[src/rtl/parallax_pkg.sv]
// Shared definitions for the parallax scroll controller: register map,
// FSM state encoding and reset defaults.
package parallax_pkg;

  localparam logic [3:0]  REG_CTRL       = 4'd0;
  localparam logic [3:0]  REG_SPEED_BASE = 4'd1;
  localparam logic [3:0]  REG_SEED_BASE  = 4'd5;
  localparam logic [3:0]  REG_DIV        = 4'd9;

  localparam logic [15:0] RESET_SEED     = 16'hACE1;

  typedef enum logic [1:0] {
    ST_RUN    = 2'd0,
    ST_COMMIT = 2'd1,
    ST_STEP   = 2'd2,
    ST_LOAD   = 2'd3
  } state_e;

  // Layer i scrolls by i+1 pixels per stepped frame out of reset.
  function automatic logic [7:0] default_speed(input int unsigned idx);
    logic [7:0] v;
    v = 8'(idx) + 8'd1;
    return v;
  endfunction

endpackage

[src/rtl/parallax_cfg_regs.sv]
// Shadow configuration registers for the parallax controller. Holds the
// values written over the cfg port until the frame scheduler commits them,
// tracks which layer seeds have been rewritten, and owns cfg_ready.
module parallax_cfg_regs
  import parallax_pkg::*;
#(
  parameter int NUM_LAYERS = 3,
  parameter int SEED_W     = 16
) (
  input  logic                         clk,
  input  logic                         reset,
  input  logic                         i_commit_next,
  input  logic                         i_commit,
  input  logic                         i_cfg_valid,
  input  logic [3:0]                   i_cfg_addr,
  input  logic [15:0]                  i_cfg_data,
  output logic                         o_cfg_ready,
  output logic                         o_global_en,
  output logic [NUM_LAYERS-1:0]        o_layer_en,
  output logic                         o_pause,
  output logic [NUM_LAYERS*8-1:0]      o_speed,
  output logic [NUM_LAYERS*SEED_W-1:0] o_seed,
  output logic [3:0]                   o_divider,
  output logic [NUM_LAYERS-1:0]        o_dirty
);

  logic                                r_ready;
  logic                                r_global_en;
  logic                                r_pause;
  logic [NUM_LAYERS-1:0]               r_layer_en;
  logic [NUM_LAYERS-1:0]               r_dirty;
  logic [NUM_LAYERS-1:0][7:0]          r_speed;
  logic [NUM_LAYERS-1:0][SEED_W-1:0]   r_seed;
  logic [3:0]                          r_divider;

  logic                                w_fire;
  logic [NUM_LAYERS-1:0]               w_speed_hit;
  logic [NUM_LAYERS-1:0]               w_seed_hit;
  logic [SEED_W-1:0]                   w_seed_val;

  assign w_fire     = i_cfg_valid && r_ready;
  // An all-zero seed would lock the LFSR, so it is replaced by 1.
  assign w_seed_val = (i_cfg_data[SEED_W-1:0] == {SEED_W{1'b0}}) ?
                      {{(SEED_W-1){1'b0}}, 1'b1} : i_cfg_data[SEED_W-1:0];

  // Decode per-layer speed and seed register hits for an accepted write.
  always_comb begin
    w_speed_hit = '0;
    w_seed_hit  = '0;
    for (int i = 0; i < NUM_LAYERS; i++) begin
      w_speed_hit[i] = w_fire && (i_cfg_addr == REG_SPEED_BASE + 4'(i));
      w_seed_hit[i]  = w_fire && (i_cfg_addr == REG_SEED_BASE + 4'(i));
    end
  end

  // Ready is dropped for exactly the cycle the scheduler spends in COMMIT.
  always_ff @(posedge clk or negedge reset) begin
    if (!reset) r_ready <= 1'b1;
    else        r_ready <= !i_commit_next;
  end

  // Shadow register file: an accepted write lands at the accepting edge.
  always_ff @(posedge clk or negedge reset) begin
    if (!reset) begin
      r_global_en <= 1'b1;
      r_layer_en  <= '1;
      r_pause     <= 1'b0;
      r_divider   <= 4'd0;
      for (int i = 0; i < NUM_LAYERS; i++) begin
        r_speed[i] <= default_speed(i);
        r_seed[i]  <= SEED_W'(RESET_SEED);
      end
    end else begin
      if (w_fire && (i_cfg_addr == REG_CTRL)) begin
        r_global_en <= i_cfg_data[0];
        r_layer_en  <= i_cfg_data[NUM_LAYERS:1];
        r_pause     <= i_cfg_data[8];
      end
      if (w_fire && (i_cfg_addr == REG_DIV)) r_divider <= i_cfg_data[3:0];
      for (int i = 0; i < NUM_LAYERS; i++) begin
        if (w_speed_hit[i]) r_speed[i] <= i_cfg_data[7:0];
        if (w_seed_hit[i])  r_seed[i]  <= w_seed_val;
      end
    end
  end

  // Dirty bits: handed to the scheduler at commit; later writes belong to the next frame.
  always_ff @(posedge clk or negedge reset) begin
    if (!reset)        r_dirty <= '0;
    else if (i_commit) r_dirty <= w_seed_hit;
    else               r_dirty <= r_dirty | w_seed_hit;
  end

  assign o_cfg_ready = r_ready;
  assign o_global_en = r_global_en;
  assign o_layer_en  = r_layer_en;
  assign o_pause     = r_pause;
  assign o_speed     = r_speed;
  assign o_seed      = r_seed;
  assign o_divider   = r_divider;
  assign o_dirty     = r_dirty;

endmodule

[src/rtl/parallax_scroll_ctrl.sv]
// Per-frame scheduler for the LFSR parallax layers. At the start of vertical
// blanking it commits the shadow configuration to the live outputs, steps
// each layer's scroll position (subject to pause and the frame divider) and
// pulses seed_load for layers whose seed was rewritten.
module parallax_scroll_ctrl
  import parallax_pkg::*;
#(
  parameter int NUM_LAYERS = 3,
  parameter int V_ACTIVE   = 480,
  parameter int SCROLL_W   = 10,
  parameter int SEED_W     = 16
) (
  input  logic                         clk,
  input  logic                         reset,
  input  logic [9:0]                   hpos,
  input  logic [9:0]                   vpos,
  input  logic                         cfg_valid,
  output logic                         cfg_ready,
  input  logic [3:0]                   cfg_addr,
  input  logic [15:0]                  cfg_data,
  output logic [NUM_LAYERS-1:0]        layer_en,
  output logic [NUM_LAYERS*SCROLL_W-1:0] scroll_x,
  output logic [NUM_LAYERS*SEED_W-1:0] layer_seed,
  output logic [NUM_LAYERS-1:0]        seed_load,
  output logic [7:0]                   frame_count,
  output logic                         busy
);

  localparam logic [1:0] K_LAST = 2'(NUM_LAYERS - 1);
  localparam logic [9:0] TRIG_V = 10'(V_ACTIVE);

  state_e                              r_state;
  state_e                              w_next_state;
  logic [1:0]                          r_k;
  logic [3:0]                          r_div_cnt;
  logic [7:0]                          r_frame;
  logic [NUM_LAYERS-1:0]               r_layer_en;
  logic [NUM_LAYERS-1:0][SCROLL_W-1:0] r_scroll;
  logic [NUM_LAYERS-1:0][7:0]          r_speed;
  logic [NUM_LAYERS-1:0][SEED_W-1:0]   r_seed;
  logic [NUM_LAYERS-1:0]               r_pend;
  logic [NUM_LAYERS-1:0]               r_seed_load;
  logic                                r_busy;

  logic                                w_trigger;
  logic                                w_do_step;
  logic [SCROLL_W-1:0]                 w_step_sum;
  logic [NUM_LAYERS-1:0]               w_load_src;
  logic                                w_sh_global;
  logic [NUM_LAYERS-1:0]               w_sh_en;
  logic                                w_sh_pause;
  logic [NUM_LAYERS*8-1:0]             w_sh_speed;
  logic [NUM_LAYERS*SEED_W-1:0]        w_sh_seed;
  logic [3:0]                          w_sh_div;
  logic [NUM_LAYERS-1:0]               w_dirty;

  parallax_cfg_regs #(
    .NUM_LAYERS (NUM_LAYERS),
    .SEED_W     (SEED_W)
  ) u_cfg_regs (
    .clk           (clk),
    .reset         (reset),
    .i_commit_next (w_next_state == ST_COMMIT),
    .i_commit      (r_state == ST_COMMIT),
    .i_cfg_valid   (cfg_valid),
    .i_cfg_addr    (cfg_addr),
    .i_cfg_data    (cfg_data),
    .o_cfg_ready   (cfg_ready),
    .o_global_en   (w_sh_global),
    .o_layer_en    (w_sh_en),
    .o_pause       (w_sh_pause),
    .o_speed       (w_sh_speed),
    .o_seed        (w_sh_seed),
    .o_divider     (w_sh_div),
    .o_dirty       (w_dirty)
  );

  assign w_trigger  = (hpos == 10'd0) && (vpos == TRIG_V);
  assign w_do_step  = !w_sh_pause && (r_div_cnt == w_sh_div);
  assign w_step_sum = r_scroll[r_k] + SCROLL_W'($signed(r_speed[r_k]));
  // Skipped frames go COMMIT->LOAD directly, before r_pend has been captured.
  assign w_load_src = (r_state == ST_COMMIT) ? w_dirty : r_pend;

  // State register.
  always_ff @(posedge clk or negedge reset) begin
    if (!reset) r_state <= ST_RUN;
    else        r_state <= w_next_state;
  end

  // Next-state logic; a trigger outside RUN is ignored.
  always_comb begin
    w_next_state = r_state;
    case (r_state)
      ST_RUN: begin
        if (w_trigger) w_next_state = ST_COMMIT;
        else           w_next_state = ST_RUN;
      end
      ST_COMMIT: begin
        if (w_do_step) w_next_state = ST_STEP;
        else           w_next_state = ST_LOAD;
      end
      ST_STEP: begin
        if (r_k == K_LAST) w_next_state = ST_LOAD;
        else               w_next_state = ST_STEP;
      end
      ST_LOAD: w_next_state = ST_RUN;
      default: w_next_state = ST_RUN;
    endcase
  end

  // Live registers: commit snapshot, frame/divider counters and scroll stepping.
  always_ff @(posedge clk or negedge reset) begin
    if (!reset) begin
      r_k        <= 2'd0;
      r_div_cnt  <= 4'd0;
      r_frame    <= 8'd0;
      r_layer_en <= '1;
      r_pend     <= '0;
      for (int i = 0; i < NUM_LAYERS; i++) begin
        r_scroll[i] <= '0;
        r_speed[i]  <= default_speed(i);
        r_seed[i]   <= SEED_W'(RESET_SEED);
      end
    end else begin
      case (r_state)
        ST_COMMIT: begin
          r_layer_en <= w_sh_en & {NUM_LAYERS{w_sh_global}};
          r_speed    <= w_sh_speed;
          r_seed     <= w_sh_seed;
          r_frame    <= r_frame + 8'd1;
          r_pend     <= w_dirty;
          r_k        <= 2'd0;
          if (w_do_step)        r_div_cnt <= 4'd0;
          else if (!w_sh_pause) r_div_cnt <= r_div_cnt + 4'd1;
        end
        ST_STEP: begin
          r_scroll[r_k] <= w_step_sum;
          r_k           <= r_k + 2'd1;
        end
        default: ;
      endcase
    end
  end

  // Registered status outputs: busy outside RUN, seed_load only during LOAD.
  always_ff @(posedge clk or negedge reset) begin
    if (!reset) begin
      r_busy      <= 1'b0;
      r_seed_load <= '0;
    end else begin
      r_busy      <= (w_next_state != ST_RUN);
      r_seed_load <= (w_next_state == ST_LOAD) ? w_load_src : '0;
    end
  end

  assign layer_en    = r_layer_en;
  assign scroll_x    = r_scroll;
  assign layer_seed  = r_seed;
  assign seed_load   = r_seed_load;
  assign frame_count = r_frame;
  assign busy        = r_busy;

endmodule
[config.mk]
export PLATFORM = sky130hd
export DESIGN_NAME = parallax_scroll_ctrl
export DESIGN_NICKNAME = d
export VERILOG_FILES = /design/src/rtl/parallax_pkg.sv /design/src/rtl/parallax_cfg_regs.sv /design/src/rtl/parallax_scroll_ctrl.sv
export SDC_FILE = /design/constraint.sdc
export NUM_CORES = 1
export LEC_CHECK = 0
export ABC_CLOCK_PERIOD_IN_PS = 2600
export BUFFER_PORTS_ARGS = -buffer_cell sky130_fd_sc_hd__buf_2
export CORE_MARGIN = 3
export CORE_UTILIZATION = 51
export CTS_CLUSTER_DIAMETER = 30
export CTS_CLUSTER_SIZE = 20
export DETAILED_ROUTE_END_ITERATION = 6
export GPL_TIMING_DRIVEN = 0
export PLACE_DENSITY = 0.77
export SYNTH_ARGS = -nofsm -noshare
export SYNTH_HDL_FRONTEND = slang
export SYNTH_HIERARCHICAL = 1
export SYNTH_SLANG_ARGS = --single-unit
[constraint.sdc]
create_clock -name clk -period 2.6 [get_ports clk]
set_input_delay 0.26 -clock clk [delete_from_list [all_inputs] [get_ports clk]]
set_output_delay 0.26 -clock clk [all_outputs]
set_load 0.05 [all_outputs]
Word-level counts from Yosys, hierarchy flattened
Index checks and enable logic that the tools add are counted.
{"block": "classes", "n_mul": 0, "div_mod_pow": 0, "shift": 0, "addsub": 4, "eq_ne": 16, "bitwise_logic": 2, "magnitude_cmp": 2, "mux": 18, "n_reduce_logical": 21}
{"cell": "$bwmux W30", "count": 1}
{"cell": "$bmux W10 S2", "count": 1}
{"cell": "$demux W10 S2", "count": 1}
{"cell": "$mux W10", "count": 2}
{"cell": "$bmux W8 S2", "count": 1}
{"cell": "$logic_not A16 Y1", "count": 1}
{"cell": "$mux W16", "count": 1}
{"cell": "$eq A4 B3 Y1 const B", "count": 3}
{"cell": "$logic_and A1 B1 Y1", "count": 12}
{"cell": "$add A10 B10 Y10", "count": 1}
{"cell": "$eq A10 B9 Y1 const B", "count": 1}
{"cell": "$logic_not A10 Y1", "count": 1}
{"cell": "$mux W3", "count": 3}
{"cell": "$add A8 B1 Y8 const B", "count": 1}
{"cell": "$eq A2 B2 Y1 const B", "count": 4}
{"cell": "$eq A4 B2 Y1 const B", "count": 2}
{"cell": "$mux W4", "count": 2}
{"cell": "$mux W8", "count": 1}
{"cell": "$pmux W2 S4", "count": 1}
{"cell": "$add A4 B1 Y4 const B", "count": 1}
{"cell": "$eq A2 B1 Y1 const B", "count": 2}
{"cell": "$eq A4 B1 Y1 const B", "count": 1}
{"cell": "$eq A4 B4 Y1", "count": 1}
{"cell": "$eq A4 B4 Y1 const B", "count": 1}
{"cell": "13 further kinds", "count": 17}
{"block": "word_totals", "in_bits": 43, "latchBits": 0, "mem_bits_ro": 0, "output_inout_bits": 94, "ram_bits": 0, "elab_cells": 92, "ff_bits": 213, "memories": 0}

Longest topological paths before layout
Gate-level depths: netlist of run 1.
{"block": "depth", "ltp_word": 6, "mapped_depth": 12, "mapped_depth_nobuf": 11}

Cells and area by module
The synthesis of run 1 kept the hierarchy.
{"module": "parallax_scroll_ctrl", "area_per_inst_um2": 5861.9, "instances": 1, "cells_each": 471, "seq_area_each_um2": 3241.9}
{"module": "parallax_cfg_regs", "area_per_inst_um2": 3343.2, "instances": 1, "cells_each": 198, "seq_area_each_um2": 2168.3}

Worst setup path after synthesis of run 1
OpenSTA, ideal clock, no wires.
{"block": "synth_timing", "path_kind": "reg2reg", "from": "register r_k[1]", "to": "register r_scroll, in the netlist scroll_x[19]", "t_arrival_ps": 2580, "setup_ps": 82, "t_required_ps": 2518, "period_less_slack_ps": 2662, "n_path_buf": 3, "stages_incl_launch_ff": 13, "path_slack_ps": -62, "path_cell_list": "dfrtp_1 and2b_1 buf_2 clkbuf_1 nand2_1 o21ai_0 ha_1 clkbuf_1 nand4_1 nor4b_1 or2_2 or3_4 a31oi_1"}
{"block": "synth_between", "elab_chain_cells": 5, "elab_cells_between_ends": 11, "classes_between": "1 x add/sub; 2 x order compare; 7 x mux; 1 x reduce/logical"}
{"element": "start, declared", "line_no": "parallax_scroll_ctrl.sv:34", "source": "logic [1:0] r_k;"}
{"element": "start signal, assigned", "line_no": "parallax_scroll_ctrl.sv:138", "source": "r_k <= r_k + 2'd1;"}
{"element": "branches (longest 4 deep; another with $add A10 B10 Y10)"}
{"element": "$bwmux W30 (*)", "line_no": "parallax_scroll_ctrl.sv:137", "source": "r_scroll[r_k] <= w_step_sum;"}
{"element": "end signal, assigned by index", "line_no": "parallax_scroll_ctrl.sv:137"}
{"element": "end, declared", "line_no": "parallax_scroll_ctrl.sv:38", "source": "logic [NUM_LAYERS-1:0][SCROLL_W-1:0] r_scroll;"}
Mark *: on every way between the ends. The select of a mux whose other input is x is not followed.
A chain may end at the register's enable or synchronous reset.

Worst setup path after layout of run 1
{"block": "layout_timing", "from": "register r_k[1]", "to": "register r_scroll, in the netlist scroll_x[29]"}
Same word-level chain as after synthesis.

==> summary.txt, run 1 <==
Outcome
  – Run status: completed

Floorplanning
  – I/O pin count: 137
  – Initial core utilization: 52.67%
  – Area of the die: 19,700 um^2
  – Die Height: 140.3 um
  – FP Rows: 48
  – Die Wd: 140.3 um
  – Core Box Area: 17,480 um^2

Placed design
  – Routability cong.: 0.8521
  – Cell count after placement: 1,031
  – DP HPWL: 13.39 mm
  – Cell area after placement: 10,210 um^2
  – Setup WS pre-CTS: -410.9 ps
  – Count of input and output buffers: 136

Worst setup path
  – Type of the worst setup path: reg2reg
  – CP Max Fanout: 4
  – Worst stage delay on the critical path: 450 ps
  – Worst path bufs/invs: 2
  – Reg-to-reg critical path startpoint: r_k[1]
  – Cell Chain, Critical Path: and2b_2 -> buf_4 -> a21oi_2 -> inv_2 -> ha_4 -> a211oi_4 -> nor4b_2 -> or2_4 -> or3_4 -> a31oi_1
  – Reg2reg setup slack: 0.7 ps
  – Worst EP arrival: 3030 ps
  – Worst setup SP type: flip-flop
  – Setup crit end kind: flip-flop
  – FF-to-FF End: scroll_x[29]
  – Crit-path slowest cell: dfrtp_2
  – Reg2Reg Depth: 10
  – Critical Path RT: 3030 ps
  – Critical path's top delay family: simple AND/OR/NAND/NOR gates
  – Critical Path Source: r_k[1]

Power and ir drop
  – Power per Cell Area: 1616 nW/um^2
  – Peak VDD IR: 1.030 mV
  – P_leak: 5.417 nW

Timing
  – Worst Tran Pin Value: 720.9 ps
  – Post-route clock period utilization: 99.97%
  – Final worst setup slack: 0.7387 ps
  – Slew Limit Headroom: 51.94%
  – # setup viols final: 0
  – Worst hold slack: 22.70 ps
  – Clock skew: 17.98 ps
  – Fin. max-slew vios: 0
  – Min Tclk post-route: 2599 ps
  – Setup TNS: 0 ps
  – Fmax: 384.7 MHz
  – RSZ-0062 raised after global routing: yes
  – Endpoints failing hold: 0

Route
  – Wire per inst: 18.52 um
  – WL final: 20.82 mm
  – Drt first pass iters: 5
  – Post-route ant nets: 0
  – DR iter-0 viols: 304
  – Residual DRC count: 0
  – Vias post-DR: 6,067
  – Vias per inst: 5.398

GRT
  – Vias in the first global route: 6,416
  – Largest net degree at the start of global routing: 129
  – Global-route wire length before repair: 33.70 mm
  – Tot GR Track Use: 21.30%
  – Initial antenna violation count: 3
  – GRT Residual Overflow: 0

Cells and area
  – Commonest non-fill, non-tap cell in the layout: mux2_2
  – Nets: 926
  – Finished layout cell area: 11,950 um^2
  – Non-filler cells, final: 1,124
  – Fraction of layout cells with a size suffix above 1: 56.19%
  – Most frequent cells in the layout: 159 x mux2_2, 146 x dfrtp_1, 139 x buf_2, 64 x dfstp_2, 42 x clkbuf_16
  – Area Growth Syn to Fin: 29.82%
  – Filler cells: 1,230

CTS
  – H-Tree Depth: 2
  – CTS Buf Count: 41
  – Root Buffer: clkbuf_16
  – Latest clock arrival within the worst-skew pair: 530 ps
  – CTS tree: yes
  – Clock Pin Slew Worst Setup and Hold Paths: 50 ps
  – Clock Path Buffers: 3
  – CTS sink cnt: 213

Worst hold path
  – Hold Path Depth: 2
  – Tightest Hold Check Type: in2reg
  – HP Start: cfg_data[14]
  – Hold Path End: u_cfg_regs/o_seed[30]

Synthesis
  – Net count after synthesis: 730
  – FF+latch count, synth: 213
  – Ys Warns: 6
  – Syn avg cell area: 13.76 um^2
  – Ys async rst share: 100.0%
  – Cells after Synth: 669
  – Ys flop type: dfrtp_1
  – EDFF count, synth: 0
  – Sequential area share after synthesis: 58.77%
  – Synth Cell Area: 9205 um^2
  – Synth cell types: 55

Flow run
  – Number of max-cap violations: 0
-- through the flow --
step                power (mW)  util (%)
floorplan                11.32         -
global placement         12.92     58.20
detailed placement       13.14     58.41
CTS                      18.99     67.68
global route             20.27     68.38
finish                   19.31     68.38
-- registers in the layout (all words and copies together) (netlist names) --
name / count
busy: 1
frame_count: 8
layer_en: 3
layer_seed: 48
r_div_cnt: 4
r_k: 2
r_pend: 3
r_speed: 24
r_state: 2
scroll_x: 30
seed_load: 3
u_cfg_regs/o_cfg_ready: 1
u_cfg_regs/o_dirty: 3
u_cfg_regs/o_divider: 4
u_cfg_regs/o_global_en: 1
u_cfg_regs/o_layer_en: 3
u_cfg_regs/o_pause: 1
u_cfg_regs/o_seed: 48
u_cfg_regs/o_speed: 24
-- cells by family (layout without fill, tap and decap cells) --
family,count (synthesis),count (layout),synth area share (%)
adders and majority gates,18,18,2.528
xor gates and xnor gates,15,15,1.427
other,0,2,0
muxes,190,190,23.28
buffers and inverters,48,276,2.270
DFF,213,213,58.77
and+or+nand+nor,115,115,6.865
AOI/OAI and AO/OA,70,70,4.853
-- synth_stat cells, types with 2 or more instances --
cell type / n / area (um^2)
nand4b_1: 2 / 17.52
clkbuf_1: 9 / 33.78
nor2_2: 3 / 18.77
buf_6: 2 / 22.52
o211ai_1: 2 / 15.01
dfrtp_1: 149 / 3729
o2bb2ai_1: 3 / 26.28
a21oi_1: 12 / 60.06
mux2_4: 8 / 120.1
nand3_1: 11 / 55.05
mux2i_1: 21 / 210.2
buf_4: 2 / 15.01
o21ai_0: 33 / 165.2
xor2_1: 5 / 43.79
a211o_1: 3 / 26.28
and2_1: 3 / 18.77
buf_1: 8 / 30.03
nand4_1: 8 / 50.05
ha_1: 17 / 212.7
and3_1: 5 / 31.28
a21o_1: 5 / 37.54
nor4_1: 6 / 37.54
nor2b_1: 3 / 18.77
a31oi_1: 4 / 25.02
nand2_1: 41 / 153.9
nand2b_1: 6 / 37.54
mux2_2: 160 / 1802
inv_1: 22 / 82.58
dfstp_2: 64 / 1682
xnor2_1: 10 / 87.58
nor4b_1: 2 / 17.52
nor2_1: 13 / 48.80
buf_2: 5 / 25.02
-- power by group --
part | total [mW] | leakage [nW] | internal [mW] | switching, mW
logic | 8.28 | 2.22 | 3.20 | 5.08
registers | 5.72 | 2.53 | 4.93 | 0.797
clock network | 5.30 | 0.667 | 3.51 | 1.80
total | 19.3 | 5.42 | 11.6 | 7.68
-- routing by layer --
metal  up-vias  GRT usage [%]  part of all wire [%]
met5         -              0                 0.062
met3        41          5.838                   7.0
met4         2          7.700                   2.3
li1       2789              -                     -
met2       173          34.80                    49
met1      3062          27.41                    41
-- area by class of cell --
cell class	instances	area [um^2]	share of cell area, %
plain buffers	24	172.7	1.445
diodes	2	5.005	0.04188
clock inverters	28	335.3	2.806
repair buffers	155	875.8	7.329
multi-input cells	408	3705	31.00
flip-flops and latches	213	5414	45.30
inverters	22	82.58	0.6910
well taps	225	281.5	2.356
clock buffers	47	1079	9.025
-- how the worst max path moves through the flow --
stage,endpoint,slack (ps),depth (start not counted)
final,scroll_x[29],0.7,10
after detailed placement,scroll_x[29],-410,10
after CTS,scroll_x[29],9,11
after global placement,scroll_x[1],-2610,1
after floorplan,scroll_x[19],20,12
after global routing,scroll_x[29],-90,11
-- timing repair --
| item | in CTS | in global routing |
|---|---|---|
| endpoints found under the hold margin | 70 | 0 |
| buffers inserted | 9 | 6 |
| resized for setup | 28 | 28 |
| endpoints found under the setup margin | 15 | 18 |
| hold buffers | 1 | 0 |
| gates cloned | 1 | 1 |
| pin swaps | 8 | 17 |
Power figures use the tool's default switching activity.
==> run 2, diff against run 1 <==
- CORE_UTILIZATION: 51 -> 53
- CTS_BUF_LIST: default -> sky130_fd_sc_hd__clkbuf_4
- PLACE_DENSITY: 0.77 -> 0.8
==> run 2 against run 1 <==
Against the previous run:
- the flow now finishes with violations (setup timing)
- critical path depth is the same
- register-to-register slack lost 20 ps
- global-route usage grew 0.54 points
- non-clock buffer count grew 17
- fmax shrank 0.68%
- sequential power is essentially flat
- power shrank 9.6%
- combinational power grew 2%
- via count grew 1.7%
- utilization grew 0.12 points
- largest cell class unchanged
- largest power group unchanged
==> summary.txt, run 2 (synthesized netlist as in run 1, its figures left out) <==
Timing
  – RSZ-0062 raised after global routing: yes
  – Endpoints failing hold: 0 (unchanged)
  – Fmax: 382.1 MHz (-0.68%)
  – Clock skew: 49.05 ps (+31.07 ps)
  – Slew Limit Headroom: 51.99% (about the same)
  – Fin. max-slew vios: 0 (unchanged)
  – Worst hold slack: 74.86 ps (+52.16 ps)
  – # setup viols final: 4 (+4)
  – Post-route clock period utilization: 100.7% (+0.69 points)
  – Final worst setup slack: -17.13 ps (-17.87 ps)
  – Worst Tran Pin Value: 720.1 ps (-0.7688 ps)
  – Min Tclk post-route: 2617 ps (+17.87 ps)

CTS
  – Clock Pin Slew Worst Setup and Hold Paths: 80 ps (+30 ps)
  – Root Buffer: clkbuf_4
  – CTS Buf Count: 39 (-4.9%)
  – CTS tree: yes
  – CTS sink cnt: 213 (unchanged)
  – H-Tree Depth: 2 (unchanged)
  – Latest clock arrival within the worst-skew pair: 640 ps (+110 ps)
  – Clock Path Buffers: 3 (unchanged)

Power and ir drop
  – Design Power: 17.45 mW (-9.6%)
  – P_leak: 5.253 nW (-3.0%)
  – Peak VDD IR: 0.9610 mV (-6.7%)
  – Power per Cell Area: 1515 nW/um^2 (-6.2%)

Cells and area
  – Fraction of layout cells with a size suffix above 1: 56.04% (-0.14 points)
  – Filler cells: 1,184 (-3.7%)
  – Nets: 941 (+1.6%)
  – Commonest non-fill, non-tap cell in the layout: mux2_2
  – Area Growth Syn to Fin: 25.16%
  – Final Util: 68.50% (+0.12 points)
  – Non-filler cells, final: 1,134 (+0.89%)
  – Most frequent cells in the layout: 160 x mux2_2, 146 x dfrtp_1, 139 x buf_2, 64 x dfstp_2, 42 x clkbuf_4

Route
  – Vias per inst: 5.443 (+0.83%)
  – Drt first pass iters: 4 (-1)
  – Wire per inst: 18.39 um (-0.73%)
  – DR iter-0 viols: 293 (-3.6%)
  – Uppermost routed layer: met5
  – WL final: 20.85 mm (+0.15%)
  – Wire length on met2: 10.36 mm (+1.2%)
  – Vias post-DR: 6,172 (+1.7%)
  – Metal-1 WL: 8.536 mm (-1.1%)
  – Met3 WL: 1.500 mm (+3.3%)
  – Residual DRC count: 0 (unchanged)
  – Post-route ant nets: 0 (unchanged)

GRT
  – Initial antenna violation count: 3 (unchanged)
  – Tot GR Track Use: 21.84% (+0.54 points)
  – Vias in the first global route: 6,351 (-1.0%)
  – Largest net degree at the start of global routing: 119 (-7.8%)
  – Global-route wire length before repair: 32.55 mm (-3.4%)
  – GRT Residual Overflow: 0 (unchanged)

Flow run
  – Number of max-cap violations: 0 (unchanged)

Worst hold path
  – HP Start: hpos[1]
  – Hold Path End: r_state[0]
  – Hold Path Depth: 5 (+3)
  – Tightest Hold Check Type: in2reg

Worst setup path
  – Reg2Reg Depth: 10 (unchanged)
  – Worst setup SP type: flip-flop
  – FF-to-FF End: scroll_x[9]
  – CP Max Fanout: 4 (unchanged)
  – Crit-path slowest cell: dfrtp_2
  – Setup crit end kind: flip-flop
  – Worst stage delay on the critical path: 430 ps (-20 ps)
  – Reg-to-reg critical path startpoint: r_k[1]
  – Cell Chain, Critical Path: and2b_2 -> buf_2 -> a21oi_2 -> inv_1 -> ha_4 -> a211oi_4 -> nor4b_2 -> or2_4 -> or3_4 -> a31oi_1
  – Type of the worst setup path: reg2reg
  – Worst EP arrival: 3140 ps (+110 ps)
  – Reg2reg setup slack: -20 ps (-20 ps)
  – Critical Path RT: 3120 ps (+90 ps)

Placed design
  – Count of input and output buffers: 136 (unchanged)
  – Cell count after placement: 1,026 (-0.48%)
  – DP HPWL: 13.49 mm (+0.73%)
  – Routability cong.: 0.8747 (+2.7%)

Outcome
  – Failing checks: setup timing
  – Run status: complete, but fails checks

Floorplanning
  – FP Rows: 47 (-2.1%)
  – I/O pin count: 137 (unchanged)
  – Die Height: 137.8 um (-1.8%)
  – Core Box Area: 16,820 um^2 (-3.8%)
  – Initial core utilization: 54.73% (+2.1 points)
  – Area of the die: 18,980 um^2 (-3.6%)
  – Die Wd: 137.8 um (-1.8%)
[run 2: cell types whose count changed in the layout (fill, tap and decap cells not counted), sizes merged, moves of 2 or more]
cell,delta
bufinv,+5
clkbuf,-4
clkinvlp,-7
diode,+2
dlygate4sd3,+15
inv,+5
[run 2: worst max-delay path: cells and delay by family (launching register included)]
| kind | cells | cell delay, ps |
|---|---|---|
| and+or+nand+nor | 4 | 910 |
| AOI/OAI and AO/OA | 3 | 650 |
| DFF | 1 | 430 |
| buffers and inverters | 2 | 290 |
| adders and majority gates | 1 | 250 |
[run 2: per-stage QoR]
stage | instance area, um^2 | TNS, ps | setup slack [ps]
after floorplan | 9209 | 0 | 24.91
after detailed placement | 10200 | -4692 | -458.3
after CTS | 11250 | -5.232 | -5.232
after global placement | 10160 | -392690 | -2567
final | 11520 | -32.97 | -17.13
after global routing | 11520 | -788.5 | -96.48
[run 2: layout make-up]
class | instances | area (um^2) | area share [%]
Inverter | 22 | 82.58 | 0.7168
Clock inverter | 30 | 444.2 | 3.855
Tap cell | 220 | 275.3 | 2.389
Antenna cell | 4 | 10.01 | 0.08688
Buffer | 24 | 165.2 | 1.434
Sequential cell | 213 | 5414 | 46.99
Multi-Input combinational cell | 408 | 3736 | 32.43
Clock buffer | 41 | 307.8 | 2.672
Timing Repair Buffer | 172 | 1086 | 9.427
[run 2: worst max-delay path by stage]
stage | from | end | slack, ps | cells past startpoint
finish | r_k[1] | scroll_x[9] | -20 | 10
global route | r_k[1] | scroll_x[9] | -100 | 10
CTS | r_k[1] | scroll_x[9] | -5 | 11
detailed placement | r_k[0] | scroll_x[9] | -460 | 10
global placement | reset | scroll_x[21] | -2570 | 1
floorplan | r_k[1] | scroll_x[19] | 20 | 12
[run 2: timing repair]
action | 4_1_cts | 5_1_grt
setup buffers | 7 | 9
endpoints found under the setup margin | 15 | 15
hold buffers | 15 | 1
cloned | 0 | 3
endpoints found under the hold margin | 131 | 1
resized for setup | 27 | 37
pin swaps | 6 | 20
[run 2: per-layer routing]
layer | up-vias | GRT usage [%]
met5 | - | 0
met1 | 3116 | 27.39
met4 | 2 | 8.013
li1 | 2830 | -
met3 | 43 | 6.574
met2 | 181 | 35.95
[run 2: power by group]
part / switching, mW / leakage, nW / internal (mW)
logic: 5.17 / 2.32 / 3.26
registers: 0.819 / 2.53 / 4.91
clock network: 1.43 / 0.402 / 1.86
